$ cat src/rtl/pipe_pkg.sv
// Shared encodings for elastic pipeline blocks: stage state codes and occupancy width.
package pipe_pkg;

  localparam int unsigned OCC_W = 2;

  localparam logic [1:0] ST_EMPTY = 2'd0;
  localparam logic [1:0] ST_BUSY  = 2'd1;
  localparam logic [1:0] ST_FULL  = 2'd2;

  // Illegal codes report zero entries; the FSM steers them back to ST_EMPTY.
  function automatic logic [OCC_W-1:0] occ_of(input logic [1:0] st);
    logic [OCC_W-1:0] occ;
    occ = '0;
    case (st)
      ST_BUSY: occ = OCC_W'(1);
      ST_FULL: occ = OCC_W'(2);
      default: occ = '0;
    endcase
    return occ;
  endfunction

endpackage

$ cat src/rtl/stage_data_reg.sv
// Payload register with async active-high reset, write enable and a synchronous clear
// that takes precedence over the write.
module stage_data_reg #(
  parameter int unsigned WIDTH = 16
) (
  input  logic             clk,
  input  logic             rst,
  input  logic             wen,
  input  logic             clr,
  input  logic [WIDTH-1:0] d,
  output logic [WIDTH-1:0] q
);

  always_ff @(posedge clk or posedge rst) begin
    if (rst) begin
      q <= '0;
    end else if (clr) begin
      q <= '0;
    end else if (wen) begin
      q <= d;
    end
  end

endmodule

$ cat src/rtl/pipe_stage_skid.sv
// Elastic pipeline stage with a 2-entry skid buffer; in_ready and out_valid are decoded
// purely from the state flops, so there is no combinational path from out_ready to in_ready.
module pipe_stage_skid
  import pipe_pkg::*;
#(
  parameter int unsigned WIDTH    = 16,
  parameter bit          CLR_DATA = 1'b1
) (
  input  logic             clk,
  input  logic             rst,
  input  logic             flush,
  input  logic             in_valid,
  output logic             in_ready,
  input  logic [WIDTH-1:0] in_data,
  output logic             out_valid,
  input  logic             out_ready,
  output logic [WIDTH-1:0] out_data,
  output logic [OCC_W-1:0] occupancy
);

  logic [1:0]       state_q, state_d;
  logic             push, pop;
  logic             main_wen, main_clr, skid_wen, skid_clr, main_from_skid;
  logic [WIDTH-1:0] main_d, skid_q;

  assign in_ready  = (state_q != ST_FULL);
  assign out_valid = (state_q == ST_BUSY) || (state_q == ST_FULL);
  assign occupancy = occ_of(state_q);

  assign push = in_valid & in_ready;
  assign pop  = out_valid & out_ready;

  always_comb begin
    state_d        = state_q;
    main_wen       = 1'b0;
    main_clr       = 1'b0;
    skid_wen       = 1'b0;
    skid_clr       = 1'b0;
    main_from_skid = 1'b0;
    if (flush) begin
      // A push accepted this cycle is squashed along with everything held.
      state_d  = ST_EMPTY;
      main_clr = CLR_DATA;
      skid_clr = CLR_DATA;
    end else begin
      case (state_q)
        ST_EMPTY: begin
          if (push) begin
            state_d  = ST_BUSY;
            main_wen = 1'b1;
          end
        end
        ST_BUSY: begin
          if (push && pop) begin
            main_wen = 1'b1;
          end else if (push) begin
            // Main holds still under stall; overflow parks in the skid entry.
            state_d  = ST_FULL;
            skid_wen = 1'b1;
          end else if (pop) begin
            state_d  = ST_EMPTY;
            main_clr = CLR_DATA;
          end
        end
        ST_FULL: begin
          if (pop) begin
            state_d        = ST_BUSY;
            main_wen       = 1'b1;
            main_from_skid = 1'b1;
            skid_clr       = CLR_DATA;
          end
        end
        default: begin
          state_d  = ST_EMPTY;
          main_clr = CLR_DATA;
          skid_clr = CLR_DATA;
        end
      endcase
    end
  end

  always_ff @(posedge clk or posedge rst) begin
    if (rst) begin
      state_q <= ST_EMPTY;
    end else begin
      state_q <= state_d;
    end
  end

  assign main_d = main_from_skid ? skid_q : in_data;

  stage_data_reg #(
    .WIDTH(WIDTH)
  ) u_main_reg (
    .clk(clk),
    .rst(rst),
    .wen(main_wen),
    .clr(main_clr),
    .d  (main_d),
    .q  (out_data)
  );

  stage_data_reg #(
    .WIDTH(WIDTH)
  ) u_skid_reg (
    .clk(clk),
    .rst(rst),
    .wen(skid_wen),
    .clr(skid_clr),
    .d  (in_data),
    .q  (skid_q)
  );

endmodule

$ cat config.mk
export PLATFORM = sky130hd
export DESIGN_NAME = pipe_stage_skid
export DESIGN_NICKNAME = d
export VERILOG_FILES = /design/src/rtl/pipe_pkg.sv /design/src/rtl/stage_data_reg.sv /design/src/rtl/pipe_stage_skid.sv
export SDC_FILE = /design/constraint.sdc
export NUM_CORES = 1
export LEC_CHECK = 0
export ABC_AREA = 1
export BUFFER_PORTS_ARGS = -buffer_cell sky130_fd_sc_hd__buf_2
export CORE_MARGIN = 3
export CORE_UTILIZATION = 40
export CTS_CLUSTER_DIAMETER = 40
export DETAILED_ROUTE_END_ITERATION = 10
export PLACE_DENSITY = 0.6
export SLEW_MARGIN = 5
export SYNTH_ARGS = -nofsm -noshare
export SYNTH_HDL_FRONTEND = slang
export SYNTH_SLANG_ARGS = --single-unit
$ cat constraint.sdc
create_clock -name clk -period 1.7 [get_ports clk]
set_input_delay 0.085 -clock clk [delete_from_list [all_inputs] [get_ports clk]]
set_output_delay 0.085 -clock clk [all_outputs]
set_load 0.02 [all_outputs]
==> results of run 1 <==
[placed cells by master (no fill, tap or decap), drive strengths merged]
cell,synthesis,routed
inv,13,13
nand4,16,16
dlygate4sd3,0,1
clkinv,1,2
o21ai,2,2
ha,5,5
a21oi,1,1
clkinvlp,0,1
nor4,1,1
nor3,1,1
clkbuf,2,6
nand3,57,57
buf,11,53
nand2,95,96
nor2,7,7
dfrtp,34,34
[sequential cells by signal (all words and copies together), names as in the netlist]
name / count
state_q: 2
u_skid_reg.q: 16
u_main_reg.q: 16
[power by group]
part	leakage, uW	total, uW	internal, uW	switching (uW)
sequential	0.000453	1110	1010	101
combinational	0.000839	1360	498	864
clock	0.0000472	613	325	288
total	0.00134	3080	1830	1250
[layer usage]
| metal | global-route usage [%] | routed length, um |
|---|---|---|
| met2 | 23.3 | 1960 |
| met5 | 0 | 0 |
| met4 | 4.74 | 26 |
| met1 | 25.0 | 2170 |
| met3 | 3.78 | 203 |
[what timing repair did]
action / CTS / global route
hold buffers: 1 / 0
gates resized for setup: 0 / 3
setup endpoints to repair: 0 / 27
setup buffers: 0 / 1
endpoints found under the hold margin: 34 / 0
[worst reg2reg max path, cell delays in order (launching register included)]
cell     delay [ps]
dfrtp_1         420
inv_2            70
ha_4            270
nand2_1         100
inv_1            90
nand3_1         120
nand2_4         130
nand2_2         130
nand3_1          90
nand2_1          50
[cell type report]
type / count / share of cell area (%)
clock inverter: 2 / 0.537
tap: 52 / 2.79
timing repair buffer: 54 / 14.8
sequential: 34 / 36.5
inverter: 14 / 2.26
multi-input combinational: 186 / 39.5
clock buffer: 6 / 3.54
[cell usage after synthesis]
master	n	area, sq um
nand2_2	3	18.8
nand2_1	91	342
nor2_1	4	15.0
dfrtp_1	34	851
nor2_4	1	11.3
nand3_1	56	280
inv_2	1	3.75
o21ai_0	2	10.0
nand3_2	1	10.0
nand2_4	1	11.3
nand4_1	16	100
buf_4	3	22.5
inv_1	12	45.0
ha_1	5	62.6
nor4_1	1	6.26
clkinv_1	1	3.75
buf_2	8	40.0
nor3_1	1	5.00
clkbuf_1	2	7.51
nor2_2	2	12.5
a21oi_1	1	5.00
[worst max-delay path by stage]
| stage | cells after the start | start | endpoint |
|---|---|---|---|
| floorplan | 11 | state_q[0] | u_main_reg.q[0] |
| global placement | 8 | state_q[0] | u_skid_reg.q[6] |
| detailed placement | 8 | state_q[0] | u_skid_reg.q[6] |
| CTS | 8 | state_q[0] | u_skid_reg.q[6] |
| global route | 9 | state_q[1] | u_main_reg.q[14] |
| finish | 9 | state_q[1] | u_main_reg.q[8] |
[per-stage QoR]
step	cell area [sq um]	setup WS, ps	instances	util (%)
6_report	2330	115	348	52.8
5_1_grt	2330	-17.8	348	52.8
2_1_floorplan	1880	31.3	246	-
3_5_place_dp	2200	109	337	49.9
3_3_place_gp	2200	125	337	49.9
4_1_cts	2310	98.4	346	52.2
[logic make-up (layout without fill, tap and decap cells)]
family	after synthesis	count (layout)	share of synthesized area (%)
and+or+nand+nor	177	178	43.6
AOI/OAI and AO/OA	3	3	0.806
buffers and inverters	27	76	6.58
DFF	34	34	45.7
adders and majority gates	5	5	3.36
==> flow_metrics.tcl, run 1 <==
set metrics [dict create \
    detail-route-antenna-nets 0 \
    n_fill_cell 427 \
    clkTransAtPathRegs_ps 70 \
    grt_first_pass_wirelength_mm 7.05 \
    final_hold_viol_count 0 \
    grt_pass1_vias 1477 \
    max_clock_freq_ghz 0.631 \
    gp_congestion 0.786 \
    synth_area_sq_um 1860 \
    firstDrtPassIters 4 \
    slowest_delay_ps 420 \
    synthDistinctLibCells 21 \
    drc 0 \
    cp_max_fo 8 \
    hold-path-endpoint "u_skid_reg.q[0]" \
    cpMaxStageDelayCell "dfrtp_1" \
    clkSinkCount 34 \
    grt_max_degree 35 \
    critPathTopFamily "simple AND/OR/NAND/NOR gates" \
    status "finished, final reports clean" \
    ys_ff_latch 34 \
    holdWs_ps 33.7 \
    synthCells 246 \
    drive_gt1_share_pct 25.0 \
    maxCapViolCount 0 \
    drt-initial-drc-count 121 \
    viasPerCell 5.03 \
    synth_nets 272 \
    multi_input_area_sq_um 921 \
    fin_worst_skew_ps 7.48 \
    insertion_delay_ps 280 \
    drv_slew 0 \
    numCtsBuffers 5 \
    routed_wl_mm 4.36 \
    htreeDepth 2 \
    finalNetCount 321 \
    total_power_uw 3080 \
    seqCellArea_sq_um 851 \
    period_share_pct 93.3 \
    grt.total_usage_pct 16.5 \
    dp_hpwl_mm 3.10 \
    cts_tree "done" \
    die-area_sq_um 5510 \
    start_util_pct 42.2 \
    required_ps 1870 \
    die_y_um 74.2 \
    clockRootBuffer "clkbuf_8" \
    critPathBufInv 2 \
    post-route-min-period_ps 1590 \
    cp-end-kind "register" \
    power.leakage_uw 0.00134 \
    area_growth_pct 25.1 \
    hold_class "input pin to register" \
    grt_antenna_before_repair 0 \
    rows 24 \
    worst_ir_drop_vdd_v 0.000576 \
    syn_avg_cell_area_sq_um 7.57 \
    cp.arrival_ps 1760 \
    post_drt_wl_per_cell_um 12.5 \
    tns_ps 0 \
    io_pins 41 \
    core-area_sq_um 4410 \
    timing.rr.start "state_q[1]" \
    setup_violations 0 \
    slew_headroom_pct 71.1 \
    reg2reg_setup_slack_ps 110 \
    path_cells "inv_2 -> ha_4 -> nand2_1 -> inv_1 -> nand3_1 -> nand2_4 -> nand2_2 -> nand3_1 -> nand2_1" \
    grt_remaining_overflow 0 \
    min_path_cells 3 \
    worstMarginPinSlew_ps 434 \
    rsz0062_at_grt "true" \
    power.density_nw_per_um2 1320 \
    rr_worst_depth 9 \
    fp.dieW_um 74.2 \
    path_class "register to register" \
    start_kind "register" \
    num_vias 1749 \
    ys_warn_count 0 \
    r2r-end "u_main_reg.q[8]" \
    ys_seq_area_share_pct 45.7 \
    antenna_cells 0 \
    io_buffers 40 \
    cts_buffer_depth 2 \
    hp-start "in_data[0]" \
]
No activity file was read; power rests on OpenSTA's default activity.
==> run 2: changes to the inputs <==
Settings changed: ABC_AREA 1 to 0, PLACE_DENSITY 0.6 to 0.61.
==> run 2 against run 1 <==
Against the previous run:
- register-to-register slack got worse by 70 ps
- final cell count fell by 19%
- via count fell by 17%
==> flow_metrics.tcl, run 2 <==
set metrics [dict create \
    dp_cells 265 \
    use_met2_pct 29.9 \
    netlist_top_cells_area "dfrtp_1 (49%), mux2i_1 (9.2%), nand2_1 (7.5%)" \
    ys_warn_count 0 \
    status "finished, final reports clean" \
    area_growth_pct 34.4 \
    synth_nets 202 \
    die-area_sq_um 5180 \
    die_y_um 72.0 \
    gp_congestion 0.806 \
    setup_violations 0 \
    period_share_pct 97.1 \
    power.leakage_uw 0.00119 \
    ys.flop_type "dfrtp_1" \
    ys_ff_latch 34 \
    total_power_uw 3590 \
    timing.rr.start "state_q[0]" \
    cts_tree "done" \
    syn_avg_cell_area_sq_um 9.90 \
    reg_top3 "u_main_reg.q: 16 flops, u_skid_reg.q: 16 flops, state_q: 2 flops" \
    post_drt_wl_per_cell_um 15.2 \
    cts_buffer_depth 2 \
    htreeDepth 2 \
    fp.dieW_um 72.0 \
    io_buffers 40 \
    io_pins 41 \
    firstDrtPassIters 4 \
    hold_class "input pin to register" \
    final_cell_area_sq_um 2340 \
    synth_top_area_share_pct 48.9 \
    ys_seq_area_share_pct 48.9 \
    drc 0 \
    drv_slew 0 \
    finalNetCount 256 \
    cp_max_fo 16 \
    grt_pass1_vias 1462 \
    cpMaxStageDelayCell "dfrtp_1" \
    drt-initial-drc-count 68 \
    viasPerCell 5.17 \
    start_util_pct 42.6 \
    detail-route-antenna-nets 0 \
    p_switching_uw 1410 \
    fin_util_pct 57.3 \
    cp.arrival_ps 1840 \
    clkTransAtPathRegs_ps 80 \
    core-area_sq_um 4090 \
    final_hold_viol_count 0 \
    num_vias 1454 \
    synth_area_sq_um 1740 \
    finalNonFillerCells 281 \
    synthCells 176 \
    pwr-share-seq_pct 31.0 \
    use_met1_pct 19.9 \
    grt_remaining_overflow 0 \
    worstMarginPinSlew_ps 487 \
    path_class "register to register" \
    grtUsageMet3_pct 4.71 \
    synth-edff-count 0 \
    critPathTopFamily "flip-flops" \
    placed_area_sq_um 2090 \
    clkSinkCount 34 \
    combPwrFrac_pct 48.2 \
    clockRootBuffer "clkbuf_8" \
    antenna_cells 0 \
    grt_first_pass_wirelength_mm 6.75 \
    post-route-min-period_ps 1650 \
    drive_gt1_share_pct 37.7 \
    required_ps 1890 \
    slowest_delay_ps 390 \
    numCtsBuffers 5 \
    path_cells "inv_2 -> ha_4 -> nand2_4 -> or2_4 -> buf_12 -> mux2i_1 -> a211oi_1" \
    ys_top_cells_by_count "nand2_1 (35), dfrtp_1 (34), nor2_1 (18)" \
    slew_headroom_pct 67.3 \
    grt_antenna_before_repair 0 \
    maxCapViolCount 0 \
    power_switching_share_pct 39.2 \
    final_common_cell "buf_2" \
    rsz0062_at_grt "true" \
    async_flop_share_pct 100 \
    grt_max_degree 35 \
    critPathBufInv 2 \
    holdWs_ps 31.3 \
    grt.total_usage_pct 16.9 \
    max_clock_freq_ghz 0.606 \
    busiest_layer "met2" \
    start_kind "register" \
    pwr-share-clk_pct 20.9 \
    rows 23 \
    worst_ir_drop_vdd_v 0.000630 \
    synthDistinctLibCells 30 \
    p_int_uw 2180 \
    insertion_delay_ps 290 \
    reg2reg_setup_slack_ps 50 \
    fin_worst_skew_ps 10.2 \
    synth_top_area_cell "dfrtp_1" \
    routed_wl_mm 4.28 \
    mostFrequentLayoutCells "buf_2 (40), nand2_1 (34), dfrtp_1 (34)" \
    yosysMostFrequentCell "nand2_1" \
    crit_path_start "state_q[0]" \
    dp_hpwl_mm 2.79 \
    power.density_nw_per_um2 1530 \
    cp-end-kind "register" \
    hp-start "in_data[1]" \
]
[run 2: per-stage QoR]
step,TNS (ps),setup slack (ps)
after floorplan,-311,-34.1
after global placement,0,26.8
after detailed placement,-633,-79.1
after CTS,-9.08,-9.08
after global routing,-163,-38.2
final,0,49.1
[run 2: metal layers]
layer  share of wire, %  vias up
li1                   -      718
met1                 42      701
met2                 53       29
met5                  0        -
met3                4.3        6
met4               0.94        0
[run 2: worst paths after layout]
check                           cells after the start               end
worst max register to register                      7  u_main_reg.q[11]
min in group asynchronous                           4   u_main_reg.q[0]
worst max-delay path                                7  u_main_reg.q[11]
worst min-delay path                                3   u_skid_reg.q[1]
max in group asynchronous                           4   u_skid_reg.q[2]
worst min register to register                      2   u_skid_reg.q[9]
[run 2: worst register-to-register path, cell delays in order, from the launching register on]
cell and delay [ps]:
dfrtp_1 390, inv_2 120, ha_4 200, nand2_4 80, or2_4 260, buf_12 160
mux2i_1 140, a211oi_1 220
[run 2: timing repair]
| item | 4_1_cts | 5_1_grt |
|---|---|---|
| setup endpoints to repair | 18 | 32 |
| endpoints found under the hold margin | 34 | 0 |
| cloned | 1 | 1 |
| hold buffers | 1 | 0 |
| pin swaps | 3 | 6 |
| resized for setup | 3 | 10 |
| buffers inserted | 2 | 3 |
[run 2: final cells by class]
class,count,area (sq um)
clock inverters,3,45.0
inverters,4,15.0
repair buffers,56,398
clock buffers,5,68.8
multi-input cells,129,901
fillers,369,1750
flip-flops and latches,34,851
well taps,50,62.6
[run 2: power by group through the flow]
| stage | combinational [uW] | sequential [uW] | clock [uW] |
|---|---|---|---|
| after floorplan | 837 | 1300 | 0 |
| after global placement | 1430 | 1120 | 0 |
| after detailed placement | 1480 | 1130 | 0 |
| after CTS | 1620 | 1110 | 768 |
| after global routing | 1880 | 1140 | 805 |
| final | 1730 | 1110 | 749 |
[run 2: cell families after synthesis]
logic type | Yosys count | share of synthesized area [%]
adders and majority gates | 5 | 3.59
muxes | 16 | 9.20
AOI/OAI and AO/OA | 42 | 17.2
buffers and inverters | 14 | 5.10
DFF | 34 | 48.9
and+or+nand+nor | 65 | 16.0
==> run 3: changes to the inputs <==
Settings changed: RECOVER_POWER set to 50.
==> run 3 against run 2 <==
Against the previous run:
- global-route usage is the same
- setup slack is essentially flat
- power shrank 0.25%
- wire length is essentially flat
- die area is the same
- core utilization shrank 0.18 points
- combinational power is essentially flat
- final cell count is the same
- critical path type unchanged
- clock power is essentially flat
- largest cell class unchanged
==> flow_metrics.tcl, run 3 (synthesis results as in run 2) <==
set metrics [dict create \
    use_met2_pct 29.9 \
    fp.dieW_um 72.0 \
    start_util_pct 42.6 \
    routed_wl_mm 4.28 \
    required_ps 1890 \
    drive_gt1_share_pct 35.9 \
    cp.arrival_ps 1840 \
    path_class "register to register" \
    viasPerCell 5.17 \
    grt_max_degree 35 \
    grt_antenna_before_repair 0 \
    post-route-min-period_ps 1650 \
    finalNetCount 256 \
    die_y_um 72.0 \
    reg_top3 "u_main_reg.q: 16 flops, u_skid_reg.q: 16 flops, state_q: 2 flops" \
    tns_ps 0 \
    maxCapViolCount 0 \
    clkTransAtPathRegs_ps 80 \
    drc 0 \
    cp_max_fo 16 \
    cpMaxStageDelayCell "dfrtp_1" \
    clkSinkCount 34 \
    fin_worst_skew_ps 10.2 \
    die-area_sq_um 5180 \
    timing.final.ws_setup_ps 49.3 \
    pwr-share-seq_pct 31.1 \
    drt-initial-drc-count 68 \
    area_growth_pct 34.0 \
    grt_first_pass_wirelength_mm 6.75 \
    busiest_layer "met2" \
    total_power_uw 3580 \
    clockRootBuffer "clkbuf_8" \
    multi_input_area_sq_um 901 \
    rows 23 \
    htreeDepth 2 \
    post_drt_wl_per_cell_um 15.2 \
    p_int_uw 2170 \
    final_common_cell "buf_2" \
    io_pins 41 \
    slowest_delay_ps 390 \
    status "finished, final reports clean" \
    cts_buffer_depth 2 \
    max_clock_freq_ghz 0.606 \
    seqCellArea_sq_um 851 \
    gp_congestion 0.806 \
    dp_hpwl_mm 2.79 \
    core-area_sq_um 4090 \
    cp-end-kind "register" \
    numCtsBuffers 5 \
    grt.total_usage_pct 16.9 \
    start_kind "register" \
    combPwrFrac_pct 48.0 \
    power.leakage_uw 0.00117 \
    io_buffers 40 \
    path_cells "inv_2 -> ha_4 -> nand2_4 -> or2_4 -> buf_12 -> mux2i_1 -> a211oi_1" \
    n_fill_cell 372 \
    power.density_nw_per_um2 1530 \
    setup_violations 0 \
    worst_ir_drop_vdd_v 0.000630 \
    pwr-share-clk_pct 20.9 \
    firstDrtPassIters 4 \
    grtUsageMet3_pct 4.71 \
    dp_slack_ps -79.1 \
    num_vias 1454 \
    period_share_pct 97.1 \
    grt_pass1_vias 1462 \
    final_hold_viol_count 0 \
    slew_headroom_pct 42.8 \
    cts_tree "done" \
    detail-route-antenna-nets 0 \
    power_switching_share_pct 39.4 \
    worstMarginPinSlew_ps 858 \
    grt_remaining_overflow 0 \
    rsz0062_at_grt "true" \
    p_switching_uw 1410 \
    critPathTopFamily "flip-flops" \
    mostFrequentLayoutCells "buf_2 (36), nand2_1 (34), dfrtp_1 (34)" \
    insertion_delay_ps 290 \
    drv_slew 0 \
    hold_class "input pin to register" \
    critPathBufInv 2 \
    antenna_cells 0 \
    use_met1_pct 19.9 \
]
-- run 3: cell types whose count changed in the layout (fill, tap and decap cells not counted) --
cell,change
buf_4,-1
clkbuf_2,+1
clkbuf_1,+4
buf_2,-4
-- run 3: tightest hold or removal path, stage by stage --
cell	delay, ps
buf_2	110
nand2_1	50
a21oi_1	50
-- run 3: power by group through the flow --
stage,logic [uW],clock network (uW),registers [uW]
finish,1720,749,1110
floorplan,837,0,1300
CTS,1620,768,1110
global placement,1430,0,1120
global route,1870,805,1140
detailed placement,1480,0,1130
-- run 3: path summary, 6_finish.rpt --
path | to | slack [ps] | start | cells after the start
min in group asynchronous | u_main_reg.q[0] | 590 | rst | 4
hold reg to reg | u_skid_reg.q[9] | 520 | u_skid_reg.q[9] | 2
setup / recovery | u_main_reg.q[11] | 50 | state_q[0] | 7
setup reg to reg | u_main_reg.q[11] | 50 | state_q[0] | 7
max in group asynchronous | u_skid_reg.q[2] | 580 | rst | 4
hold / removal | u_skid_reg.q[1] | 30 | in_data[1] | 3
-- run 3: metrics by stage --
step	std cells	hold slack [ps]	util [%]	cell area (sq um)
after floorplan	176	216	-	1780
after global placement	265	192	51.0	2090
after detailed placement	265	201	51.0	2090
after CTS	277	31.6	55.6	2270
after global routing	281	35.7	57.1	2330
final	281	31.3	57.1	2330
-- run 3: cell type report --
type / count / area share, %
clock buffers: 5 / 2.95
clock inverters: 3 / 1.93
inverters: 4 / 0.643
multi-input cells: 129 / 38.6
flip-flops and latches: 34 / 36.5
well taps: 50 / 2.68
repair buffers: 56 / 16.7
-- run 3: what timing repair did --
action	4_1_cts	5_1_grt
buffers inserted	2	3
gates cloned	1	1
endpoints found under the hold margin	34	0
pin swaps	3	6
endpoints found under the setup margin	18	32
gates resized for setup	3	10
hold buffers	1	0
-- run 3: per-layer routing --
layer,vias to the layer above,share of wire (%),wire (um)
met1,701,42,1800
li1,718,-,-
met5,-,0,0
met2,29,53,2250
met3,6,4.3,185
met4,0,0.94,40
